### src/rtl/rr_grant_arb8_pkg.sv
// Shared definitions for the eight-way round-robin grant arbiter.
package arb_pkg;

  localparam int unsigned ARB_N = 8;

  typedef enum logic {
    IDLE = 1'b0,
    BUSY = 1'b1
  } state_t;

  // Advance a 3-bit priority pointer; 7 wraps to 0.
  function automatic logic [2:0] inc_mod8(input logic [2:0] p);
    return p + 3'd1;
  endfunction

endpackage

### src/rtl/rr_grant_arb8_pick.sv
// Rotating-priority pick: first set request at or after ptr, wrapping 7->0.
module rr_pick
  import arb_pkg::*;
(
  input  logic [ARB_N-1:0] req,
  input  logic [2:0]       ptr,
  output logic [ARB_N-1:0] win_onehot,
  output logic             any_req
);

  logic [2:0] idx;
  logic       found;

  // Walk the request lines from ptr upward and keep only the first hit.
  always_comb begin
    win_onehot = '0;
    found      = 1'b0;
    idx        = '0;
    for (int unsigned k = 0; k < ARB_N; k++) begin
      idx = ptr + 3'(k);
      if (!found && req[idx]) begin
        win_onehot[idx] = 1'b1;
        found           = 1'b1;
      end
    end
  end

  assign any_req = |req;

endmodule

### src/rtl/rr_grant_arb8.sv
// Eight-way round-robin arbiter with bounded hold and a mandatory idle
// cycle between grants; all outputs come straight from flops.
module rr_grant_arb8
  import arb_pkg::*;
#(
  parameter int unsigned N        = 8,
  parameter int unsigned MAX_HOLD = 16
) (
  input  logic         clk,
  input  logic         rst,
  input  logic [N-1:0] req,
  output logic [N-1:0] grant,
  output logic         grant_valid,
  output logic [7:0]   hold_cnt
);

  localparam logic [7:0] HOLD_LIM = 8'(MAX_HOLD);

  state_t         state;
  logic [2:0]     ptr;
  logic [N-1:0]   win_onehot;
  logic           any_req;
  logic [2:0]     win_idx;
  logic           keep;

  rr_pick u_pick (
    .req        (req),
    .ptr        (ptr),
    .win_onehot (win_onehot),
    .any_req    (any_req)
  );

  // Encode the one-hot winner so the pointer can move just past it.
  always_comb begin
    win_idx = '0;
    for (int unsigned k = 0; k < N; k++) begin
      if (win_onehot[k]) win_idx = 3'(k);
    end
  end

  // Holder keeps the grant while it still requests and is under the limit.
  always_comb begin
    keep = (|(req & grant)) && (hold_cnt != HOLD_LIM);
  end

  // Arbiter FSM; every release passes through IDLE for one cycle.
  always_ff @(posedge clk or posedge rst) begin
    if (rst) begin
      state       <= IDLE;
      ptr         <= '0;
      grant       <= '0;
      grant_valid <= 1'b0;
      hold_cnt    <= '0;
    end else begin
      case (state)
        IDLE: begin
          if (any_req) begin
            state       <= BUSY;
            grant       <= win_onehot;
            grant_valid <= 1'b1;
            hold_cnt    <= 8'd1;
            ptr         <= inc_mod8(win_idx);
          end
        end
        BUSY: begin
          if (keep) begin
            hold_cnt <= hold_cnt + 8'd1;
          end else begin
            state       <= IDLE;
            grant       <= '0;
            grant_valid <= 1'b0;
            hold_cnt    <= '0;
          end
        end
        default: begin
          state       <= IDLE;
          grant       <= '0;
          grant_valid <= 1'b0;
          hold_cnt    <= '0;
        end
      endcase
    end
  end

endmodule

### config.mk
export PLATFORM = sky130hd
export DESIGN_NAME = rr_grant_arb8
export DESIGN_NICKNAME = d
export VERILOG_FILES = /design/src/rtl/rr_grant_arb8_pkg.sv /design/src/rtl/rr_grant_arb8_pick.sv /design/src/rtl/rr_grant_arb8.sv
export SDC_FILE = /design/constraint.sdc
export NUM_CORES = 1
export LEC_CHECK = 0
export CAP_MARGIN = 20
export CORE_UTILIZATION = 60
export CTS_CLUSTER_DIAMETER = 120
export DETAILED_ROUTE_END_ITERATION = 8
export PLACE_DENSITY_LB_ADDON = 0.3
export SYNTH_ARGS = -nofsm -noshare
export SYNTH_HDL_FRONTEND = slang
export SYNTH_SLANG_ARGS = --single-unit
### constraint.sdc
create_clock -name clk -period 6.8 [get_ports clk]
set_input_delay 1.36 -clock clk [delete_from_list [all_inputs] [get_ports clk]]
set_output_delay 1.36 -clock clk [all_outputs]
set_load 0.1 [all_outputs]
# After elaboration in Yosys (flattened, before gate mapping)

Cells that the tools add are included.

Register bits: 21
Bits of input ports: 10
Output and inout bits: 17

Add/sub/neg operators: 9
$lt $le $gt $ge: 16
Equality and inequality tests: 3
Multiplexer cells: 66
Bitwise logic cells: 9
Reductions and logical operators: 27

Operators by type and width:

| cell                                                              | count |
|---|---|
| two-way mux 8 bit                                                 | 12 |
| OR 8 bit                                                          | 7 |
| less-than comparator 3 x 4 -> 1 bit, second input constant        | 8 |
| one-hot mux 8 bit (2 select lines)                                | 2 |
| two-way mux 1 bit                                                 | 28 |
| binary-select mux 1 bit (select 3 bit)                            | 8 |
| demux 1 bit (select 3 bit)                                        | 8 |
| greater-or-equal comparator 3 x 1 -> 1 bit, second input constant | 8 |
| two-way mux 3 bit                                                 | 6 |
| logical AND 1 bit                                                 | 16 |
| OR reduction 8 bit                                                | 2 |
| adder 3 bit, second input constant                                | 4 |
| adder 8 x 1 -> 8 bit, second input constant                       | 1 |
| AND 8 bit                                                         | 1 |
| != test 8 x 5 -> 1 bit, second input constant                     | 1 |
| logical NOT 1 bit                                                 | 7 |
| adder 3 x 1 -> 3 bit, second input constant                       | 2 |
| adder 3 x 2 -> 3 bit, second input constant                       | 2 |
| != test 2 bit, second input constant                              | 2 |
| one-hot mux 1 bit (2 select lines)                                | 2 |
| AND reduction 2 bit                                               | 2 |
| NOT 1 bit                                                         | 1 |

# Longest topological paths before layout

Gate-level depths: netlist of run 1.

Word-level depth: 32
Mapped depth: 17
Depth with buffers taken out: 14

# Cells and area by module

From an unflattened synthesis of run 1, not the netlist that was laid out.

Cell total of the unflattened synthesis: 223
Area total of the unflattened synthesis: 2107.0 µm²

By module, submodules not included:

| module        | instances | cells an instance | area each (µm²) | sequential area each (µm²) |
|---|---|---|---|---|
| rr_grant_arb8 | 1         | 117               | 1106.1          | 525.5 |
| rr_pick       | 1         | 106               | 1001.0          | 0.0 |

# Worst setup path after synthesis of run 1

OpenSTA, ideal clock, no wires.

Kind: input-to-reg
Start: input req[1]
End: register ptr[2]
Library setup time: 129 ps
Arrival: 3808 ps
Required time: 6671 ps
Setup slack: 2864 ps
Stages: 13
Cell sequence: buf_2 -> mux2_1 -> mux4_2 -> nand3_1 -> nor3_1 -> a221o_1 -> o31ai_4 -> nand2_1 -> a31o_1 -> ha_1 -> and3_1 -> nand4_1 -> nand3_1

Word-level cells in the longest chain between the ends: 32

Ends and longest elaborated chain:

| item                                    | RTL line                 | RTL |
|---|---|---|
| start, declared                         | rr_grant_arb8.sv:11      | `input logic [N-1:0] req,` |
| binary-select mux 1 bit (select 3 bit)  | rr_grant_arb8_pick.sv:21 | `if (!found && req[idx]) begin` |
| two-way mux 1 bit (not written as such) | rr_grant_arb8_pick.sv:21 |  |
| two-way mux 1 bit                       | rr_grant_arb8_pick.sv:21 |  |
| logical NOT 1 bit                       | rr_grant_arb8_pick.sv:21 |  |
| logical AND 1 bit                       | rr_grant_arb8_pick.sv:21 |  |
| two-way mux 1 bit                       | rr_grant_arb8_pick.sv:21 |  |
| logical NOT 1 bit                       | rr_grant_arb8_pick.sv:21 |  |
| logical AND 1 bit                       | rr_grant_arb8_pick.sv:21 |  |
| [... 11 more ...]                       | --                       |  |
| logical AND 1 bit                       | rr_grant_arb8_pick.sv:21 |  |
| two-way mux 1 bit                       | rr_grant_arb8_pick.sv:21 |  |
| logical NOT 1 bit                       | rr_grant_arb8_pick.sv:21 |  |
| logical AND 1 bit                       | rr_grant_arb8_pick.sv:21 |  |
| two-way mux 8 bit                       | rr_grant_arb8_pick.sv:21 |  |
| two-way mux 1 bit                       | rr_grant_arb8.sv:37      | `if (win_onehot[k]) win_idx = 3'(k);` |
| two-way mux 3 bit (6 in series)         | rr_grant_arb8.sv:37      |  |
| adder 3 x 1 -> 3 bit                    | rr_grant_arb8_pkg.sv:13  | `return p + 3'd1;` |
| end signal, assigned                    | rr_grant_arb8.sv:62      | `ptr <= inc_mod8(win_idx);` |
| end, declared                           | rr_grant_arb8.sv:20      | `logic [2:0] ptr;` |

Parallel ways exist; a longest one is shown, timed or not. The select of a mux whose other input is x is not followed.
A chain may end at the register's enable or synchronous reset.

# Final worst setup path of run 1

Start: register ptr[0]
End: register ptr[2]

Word-level cells in the longest chain between the ends: 32

Ends and longest elaborated chain:

| item                                                                         | RTL line |
|---|---|
| branches (longest 23 deep; another with less-than comparator 3 x 4 -> 1 bit) | -- |
| two-way mux 8 bit *                                                          | rr_grant_arb8_pick.sv:21 |
| two-way mux 1 bit                                                            | rr_grant_arb8.sv:37 |
| two-way mux 3 bit (5 in series)                                              | rr_grant_arb8.sv:37 |
| two-way mux 3 bit *                                                          | rr_grant_arb8.sv:37 |
| adder 3 x 1 -> 3 bit *                                                       | rr_grant_arb8_pkg.sv:13 |

Mark *: on every way between the ends. The select of a mux whose other input is x is not followed.

==> results of run 1 <==
worst reg2reg max path: cells and delay by family, from the launching register on:
kind | cells | cell delay (ps)
AOI/OAI and AO/OA | 5 | 1410
muxes | 2 | 760
adders and majority gates | 2 | 1120
buffers and inverters | 1 | 510
and+or+nand+nor | 4 | 560
DFF | 1 | 1030
sequential cells by signal, summed over array words and instances (netlist names):
name and cells:
grant 8, hold_cnt 8, ptr 3, grant_valid 1, state 1
cell type report:
type                    instances  area share (%)
multi-input cells             208           64.66
inverters                       9           1.291
repair buffers                 26           9.947
well taps                      48           2.296
flip-flops and latches         21           20.09
clock buffers                   4           1.722
per-stage QoR:
step                      hold slack (ps)  util (%)  instance area [um2]  setup slack, ps  cells
after global routing                519.7     70.40                 2616            921.0    316
after detailed placement            468.8     69.19                 2571             1478    312
after floorplan                     620.2         -                 2364             2864    254
final                               487.6     70.40                 2616             1345    316
after global placement              473.1     69.19                 2571             1727    312
after CTS                           490.6     70.40                 2616             1400    316
cells in the mapped netlist (6+ instances only):
master	instances	area (um2)
buf_2	6	30.03
dfrtp_1	21	525.5
ha_1	9	112.6
inv_1	9	33.78
mux2_2	7	78.83
mux2i_1	9	90.09
mux4_2	8	180.2
nand2_1	31	116.4
nand3_1	13	65.06
nand4_1	6	37.54
nor2_1	14	52.55
nor3_1	8	40.04
o21ai_0	17	85.08
worst paths after layout:
path	to	depth (start not counted)	slack, ps	startpoint
hold / removal	grant_valid	2	490	grant_valid
max in group asynchronous	ptr[1]	2	4760	rst
min in group asynchronous	grant[5]	2	1540	rst
setup / recovery	ptr[2]	14	1350	ptr[0]
setup reg to reg	ptr[2]	14	1350	ptr[0]
hold reg to reg	grant_valid	2	490	grant_valid
per-layer routing:
layer	global-route usage (%)	part of all wire [%]	vias to the layer above
met5	0	0	-
met4	9.444	1.4	0
met1	44.04	42	1036
met3	3.697	7.2	11
met2	51.30	49	128
li1	-	-	1008
kinds of logic after synthesis:
group	Yosys count	share of synthesized area, %
AND/OR/NAND/NOR	100	21.86
AO/OA/AOI/OAI	61	20.28
buffers and inverters	25	6.194
multiplexers	33	22.82
flip-flops	21	22.23
XOR/XNOR	5	1.853
adder cells (fa/ha/maj)	9	4.765
==> summary.md, run 1 <==
| Metric | Value |
|---|---|
| Status | finished clean |
| CTS Buf Count | 3 |
| Slew HR | a little under a third |
| DIE WIDTH | about 65 um |
| PortBufs | 26 |
| # rows | 22 |
| Final Slew Violations | 0 |
| Fraction of layout cells with a size suffix above 1 | 12.31% |
| Total GRT Usage | approximately a third |
| Max incr delay on CP | ~1000 ps |
| Worst Path Buf+Inv | 1 |
| Total grt overflow | 0 |
| CTS tree | yes |
| Mean number of vias per cell | slightly below 7 |
| CP Cell Sequence | inv_1, ha_1, mux2i_1, mux4_1, a22oi_4, nor2_2, a221o_1, o31ai_4, nand2_1, a31o_1, ha_1, nor3_1, a211oi_1, nand3_1 |
| Die Y-Extent | approximately 65 um |
| Worst EP arrival | approximately 5700 ps |
| Setup TNS | 0 ps |
| Sink Count | 21 |
| Fmax | roughly 0.18 GHz |
| Clk root buf | clkbuf_8 |
| Vias | approximately 2200 |
| Synth Instances | around 250 |
| Crit path required time | ~7000 ps |
| Main flop type after synthesis | dfrtp_1 |
| Max-Cap Viols | 0 |
| Synth Cell Area | 0.002364 mm2 |
| CTS resizes | 0 |
| Vias in the first global route | between 2000 and 2500 |
| Part of the Yosys area used for sequential elements | 22.23% |
| Slowest-stage cell, CP | dfrtp_1 |
| First-pass GRT wire length | 10200 um |
| Critical path class | reg -> reg |
| I/O pins | 27 |
| Final #Nets | 288 |
| Sequential cell area | between 500 and 600 um2 |
| Hold Vio Cnt, Final | 0 |
| Synthesized area per cell | 9.305 um2 |
| Fin crit share | 80.22% |
| CTS HTree Levels | 1 |
| Worst skew pair latency | 260 ps |
| DP Wirelength | 4413 um |
| Post-CTS Setup Inserts | 0 |
| Maximum clock path buffer count | 2 |
| Synth warnings | 0 |
| Setup crit start kind | register |
| Area occupied by multi-input gates | about 0.0017 mm2 |
| Ant. Diodes | 0 |
| DRC | 0 |
| Hold buffer count at CTS | 0 |
| DR pass1 iterations | 5 |
| Syn-to-layout area delta | 10.69% |
| Distinct cells, synth | 67 |
| Hold Crit Class | reg -> reg |
| Worst Path Max Fanout | 27 |
| Placer Congestion | slightly below 1 |
| Clock skew | between 6 and 7 ps |
| Endpoint class of the critical path | register |
| Clock-pin slew on the worst setup and hold paths | around 80 ps |
| Initial DRC Count | about 270 |
| Worst-margin pin slew | approximately 1000 ps |
| Fillers | 290 |
| Most common cell after layout, fill and taps aside | nand2_1 |
| Most frequent cells in the layout | 31 x nand2_1, 26 x clkdlybuf4s50_1, 21 x dfrtp_1, 17 x o21ai_0, 14 x nor2_1 |
| Starting Density | between 60% and 70% |
| Setup Viol. Count Final | 0 |
| Post-DR wirelength/cell | just under 20 um |
| RSZ-0062 raised after global routing | false |
| Initial antenna violation count | 0 |
| Critical path's most frequent cell | ha_1 |
| Syn Nets | roughly 270 |
| Top delay family on crit path | compound AO/OA/AOI/OAI gates |
| Post-synth EDFFs | 0 |
| Core Area | roughly 0.0037 mm2 |
| Largest net degree at the start of global routing | 28 |
| Final ANT Viol Nets | 0 |
| DRT Wirelength | 6090 um |
| Die ar. | 0.004195 mm2 |
| FF+latch count, synth | 21 |
| Minimum clock period | between 5000 and 6000 ps |
| Ys async rst share | 100.0% |
Power of run 1 is not shown: default switching activity piles up to over one toggle a cycle in this logic, so the estimate is an artifact.
==> run 2, diff against run 1 <==
CORE_UTILIZATION = 57   (was 60)
clock period = 5.3 ns   (was 6.8 ns; I/O delays follow)
==> summary.md, run 2 (synthesis gave the netlist of run 1 again) <==
| Metric | Value |
|---|---|
| Status | finished clean |
| Clock-pin slew on the worst setup and hold paths | 80 ps (about the same) |
| Fillers | 345 (+19%) |
| Maximum clock path buffer count | 2 (unchanged) |
| Regs by FF count | grant x8, hold_cnt x8, ptr x3 |
| Max incr delay on CP | 810 ps (-220 ps) |
| Clk root buf | clkbuf_8 |
| Worst hold stages | 2 (unchanged) |
| Most common cell after layout, fill and taps aside | nand2_1 |
| Vias in the first global route | 2059 (+0.39%) |
| DRT Wirelength | 6132 um (+0.69%) |
| Worst skew pair latency | 260 ps (about the same) |
| Hold Crit Class | reg -> reg |
| PortBufs | 26 (unchanged) |
| Initial antenna violation count | 0 (unchanged) |
| Total GRT Usage | 29.55% (-2.0 points) |
| Setup TNS | 0 ps (unchanged) |
| Final ANT Viol Nets | 0 (unchanged) |
| Endpoint class of the critical path | register |
| Minimum clock period | 4687 ps (-768.1 ps) |
| Crit path required time | 5500 ps (-1500 ps) |
| Starting Density | 59.09% (-4.5 points) |
| Post-CTS Setup Inserts | 0 (unchanged) |
| Die ar. | 0.004408 mm2 (+5.1%) |
| Hold path start | grant_valid |
| Slew HR | 34.23% (+3.8 points) |
| CTS tree | yes |
| Worst EP arrival | 4890 ps (-760 ps) |
| CTS resizes | 0 (unchanged) |
| CTS Buf Count | 3 (unchanged) |
| RSZ-0062 raised after global routing | false |
| Sink Count | 21 (unchanged) |
| Critical R2R Capture | ptr[2] |
| CTS HTree Levels | 1 (unchanged) |
| Final #Nets | 290 (+0.69%) |
| Max-Cap Viols | 0 (unchanged) |
| Total grt overflow | 0 (unchanged) |
| Final hold slack | 496.9 ps (+9.322 ps) |
| Critical path's most frequent cell | ha_1 |
| DP Wirelength | 4450 um (+0.82%) |
| Clock skew | 1.703 ps (-4.410 ps) |
| Worst Path Max Fanout | 22 (-19%) |
| Worst-margin pin slew | 983.5 ps (-59.57 ps) |
| Most frequent cells in the layout | 31 x nand2_1, 26 x clkdlybuf4s50_1, 21 x dfrtp_1, 17 x o21ai_0, 14 x nor2_1 |
| DRC | 0 (unchanged) |
| Die Y-Extent | 66.40 um (+2.5%) |
| # rows | 23 (+4.5%) |
| Final Slew Violations | 0 (unchanged) |
| Slowest-stage cell, CP | ha_1 |
| DR pass1 iterations | 4 (-1) |
| Hold endpoint | grant_valid |
| Worst Path Buf+Inv | 1 (unchanged) |
| DIE WIDTH | 66.40 um (+2.5%) |
| CP Cell Sequence | inv_1, ha_1, mux2i_1, mux4_1, a22oi_4, nor2_2, a221o_1, o31ai_4, nand2_1, a31o_1, ha_1, nor3_1, a211oi_1, nand3_1 |
| Placer Congestion | 0.9028 (-6.4%) |
| Hold buffer count at CTS | 0 (unchanged) |
| First-pass GRT wire length | 9949 um (-2.4%) |
| Hold Vio Cnt, Final | 0 (unchanged) |
| Largest net degree at the start of global routing | 27 (-3.6%) |
| R2r startpoint | ptr[1] |
| Vias | 2170 (-0.60%) |
| Setup crit start kind | register |
| Fraction of layout cells with a size suffix above 1 | 13.33% (+1.0 points) |
| Initial DRC Count | 218 (-18%) |
| Post-DR wirelength/cell | 19.16 um (-0.57%) |
| Fmax | 0.2134 GHz (+16%) |
| Syn-to-layout area delta | 11.49% |
| Ant. Diodes | 0 (unchanged) |
| Worst R2R Setup Slack | 610 ps (-730 ps) |
| Fin crit share | 88.43% (+8.2 points) |
| Mean number of vias per cell | 6.781 (-1.8%) |
| Setup Viol. Count Final | 0 (unchanged) |
| Reg2reg path depth | 14 (unchanged) |
| I/O pins | 27 (unchanged) |
| Core Area | 0.004000 mm2 (+7.6%) |
| Critical path class | reg -> reg |
| Top delay family on crit path | compound AO/OA/AOI/OAI gates |
## run 2: changes by cell type in the layout (fill, tap and decap cells not counted)
cell      before  now
buf_4          0    2
clkbuf_1       1    0
clkinv_2       0    1
## run 2: worst min-delay path, cell delays in order (launching register included)
cell and delay, ps:
dfrtp_1 360, nand2_1 50, nand2_1 60
## run 2: final cells by class
class,instances,area (um2),area share (%)
inverter,9,33.78,1.282
timing repair buffer,28,275.3,10.45
clock buffer,3,41.29,1.567
tap,50,62.56,2.374
multi-input combinational,208,1692,64.20
clock inverter,1,5.005,0.1899
sequential,21,525.5,19.94
## run 2: metal layers
layer | global-route usage [%] | wire length (um)
met5 | 0 | 0
met4 | 10.11 | 91
met3 | 3.621 | 383
met2 | 51.02 | 3017
met1 | 37.87 | 2639
## run 2: through the flow
step / cell area, um2 / cells / util [%] / worst slack, ps
finish: 2635 / 320 / 65.87 / 613.2
CTS: 2635 / 320 / 65.87 / 743.4
detailed placement: 2589 / 316 / 64.72 / 712.2
global route: 2635 / 320 / 65.87 / 395.7
global placement: 2589 / 316 / 64.72 / 819.9
floorplan: 2364 / 254 / - / 1563
## run 2: how the worst max path moves through the flow
stage,start,endpoint,slack [ps],cells past startpoint
after floorplan,ptr[0],ptr[2],1560,17
after global routing,ptr[1],ptr[2],400,13
after detailed placement,req[7],ptr[2],710,13
after CTS,ptr[1],ptr[2],740,14
final,ptr[1],ptr[2],610,14
after global placement,req[6],ptr[2],820,12
Power of run 2 is left out for the same reason.
==> run 3, diff against run 2 <==
CORE_UTILIZATION = 39   (was 57)
==> summary.md, run 3 (synthesis gave the netlist of run 1 again) <==
| Metric | Value |
|---|---|
| Status | finished clean |
| Total GRT Usage | 20.14% (-9.4 points) |
| Most frequent cells in the layout | 31 x nand2_1, 26 x clkdlybuf4s50_1, 21 x dfrtp_1, 17 x o21ai_0, 14 x nor2_1 |
| DR pass1 iterations | 4 (unchanged) |
| Vias | 2142 (-1.3%) |
| # rows | 27 (+17%) |
| Initial antenna violation count | 0 (unchanged) |
| PortBufs | 26 (unchanged) |
| CTS tree | yes |
| Syn-to-layout area delta | 12.65% |
| Final ANT Viol Nets | 0 (unchanged) |
| Hold Vio Cnt, Final | 0 (unchanged) |
| Total grt overflow | 0 (unchanged) |
| Max-Cap Viols | 0 (unchanged) |
| DP Wirelength | 4450 um (about the same) |
| CTS Buf Count | 3 (unchanged) |
| Sink Count | 21 (unchanged) |
| Setup Viol. Count Final | 0 (unchanged) |
| Largest net degree at the start of global routing | 27 (unchanged) |
| Hold Crit Class | reg -> reg |
| Slew HR | 34.71% (+0.48 points) |
| Hold buffer count at CTS | 0 (unchanged) |
| First-pass GRT wire length | 10100 um (+1.5%) |
| Fraction of layout cells with a size suffix above 1 | 13.33% (unchanged) |
| Vias in the first global route | 1958 (-4.9%) |
| Critical path class | reg -> reg |
| CTS HTree Levels | 1 (unchanged) |
| Maximum clock path buffer count | 2 (unchanged) |
| Area occupied by multi-input gates | 0.001692 mm2 (unchanged) |
| Final #Nets | 290 (unchanged) |
| Fin crit share | 86.88% (-1.5 points) |
| Clock-pin slew on the worst setup and hold paths | 80 ps (about the same) |
| CTS resizes | 0 (unchanged) |
| Fillers | 535 (+55%) |
| DRC | 0 (unchanged) |
| Minimum clock period | 4605 ps (-82.02 ps) |
| Post-CTS Setup Inserts | 0 (unchanged) |
| Clock skew | 4.886 ps (+3.183 ps) |
| Regs by FF count | grant x8, hold_cnt x8, ptr x3 |
| Placer Congestion | 0.8375 (-7.2%) |
| Worst skew pair latency | 260 ps (about the same) |
| Clk root buf | clkbuf_8 |
| Worst-margin pin slew | 976.3 ps (-7.231 ps) |
| Setup TNS | 0 ps (unchanged) |
| Most common cell after layout, fill and taps aside | nand2_1 |
| RSZ-0062 raised after global routing | false |
| Die Y-Extent | 79.85 um (+20%) |
| Fmax | 0.2172 GHz (+1.8%) |
| Setup crit start kind | register |
| Endpoint class of the critical path | register |
| Initial DRC Count | 242 (+11%) |
| Post-DR wirelength/cell | 17.65 um (-7.9%) |
| Starting Density | 41.64% (-17 points) |
| DRT Wirelength | 6037 um (-1.5%) |
| Final hold slack | 485.2 ps (-11.73 ps) |
| Ant. Diodes | 0 (unchanged) |
| Mean number of vias per cell | 6.263 (-7.6%) |
| Die ar. | 0.006375 mm2 (+45%) |
| Worst EP arrival | 4800 ps (-90 ps) |
| Final Slew Violations | 0 (unchanged) |
| I/O pins | 27 (unchanged) |
| Sequential cell area | 525.5 um2 (unchanged) |
| Crit path required time | 5500 ps (about the same) |
| Worst Path Max Fanout | 22 (unchanged) |
| DIE WIDTH | 79.85 um (+20%) |
| Core Area | 0.005675 mm2 (+42%) |
## run 3: layout make-up
class                      instances  area share, %
clock buffer                       3          1.551
clock inverter                     1         0.1880
inverter                           9          1.269
multi-input combinational        208          63.53
sequential                        21          19.74
tap                               72          3.383
timing repair buffer              28          10.34
## run 3: path summary, 6_finish.rpt
| path | startpoint | endpoint | slack, ps | cells past startpoint |
|---|---|---|---|---|
| max in group asynchronous | rst | grant[5] | 3530 | 2 |
| worst min-delay path | grant_valid | grant_valid | 490 | 2 |
| worst min register to register | grant_valid | grant_valid | 490 | 2 |
| min in group asynchronous | rst | grant[6] | 1250 | 2 |
| worst max-delay path | ptr[1] | ptr[2] | 700 | 14 |
| worst max register to register | ptr[1] | ptr[2] | 700 | 14 |
## run 3: worst max-delay path: stages, from the launching register on
cell	delay [ps]
dfrtp_1	700
inv_1	200
ha_1	780
mux2i_1	210
mux4_2	540
a22oi_4	460
nor2_2	120
a221o_1	370
o31ai_4	290
nand2_1	80
a31o_1	190
ha_1	210
nor3_1	190
a211oi_1	70
nand3_1	110
## run 3: metal layers
metal  wire length [um]  track usage (%)  part of all wire, %
met2               2733            28.46                   45
met1               2892            32.18                   48
met5                  0                0                    0
met3                350            1.257                  5.8
met4                 61            5.893                  1.0
## run 3: stage by stage
step / setup WS (ps) / cell area, um2 / std cells / utilization [%]
floorplan: 1563 / 2364 / 254 / -
CTS: 673.1 / 2663 / 342 / 46.91
global placement: 698.2 / 2616 / 338 / 46.10
detailed placement: 663.6 / 2616 / 338 / 46.10
global route: 366.5 / 2663 / 342 / 46.91
finish: 695.2 / 2663 / 342 / 46.91
Power of run 3 is left out for the same reason.
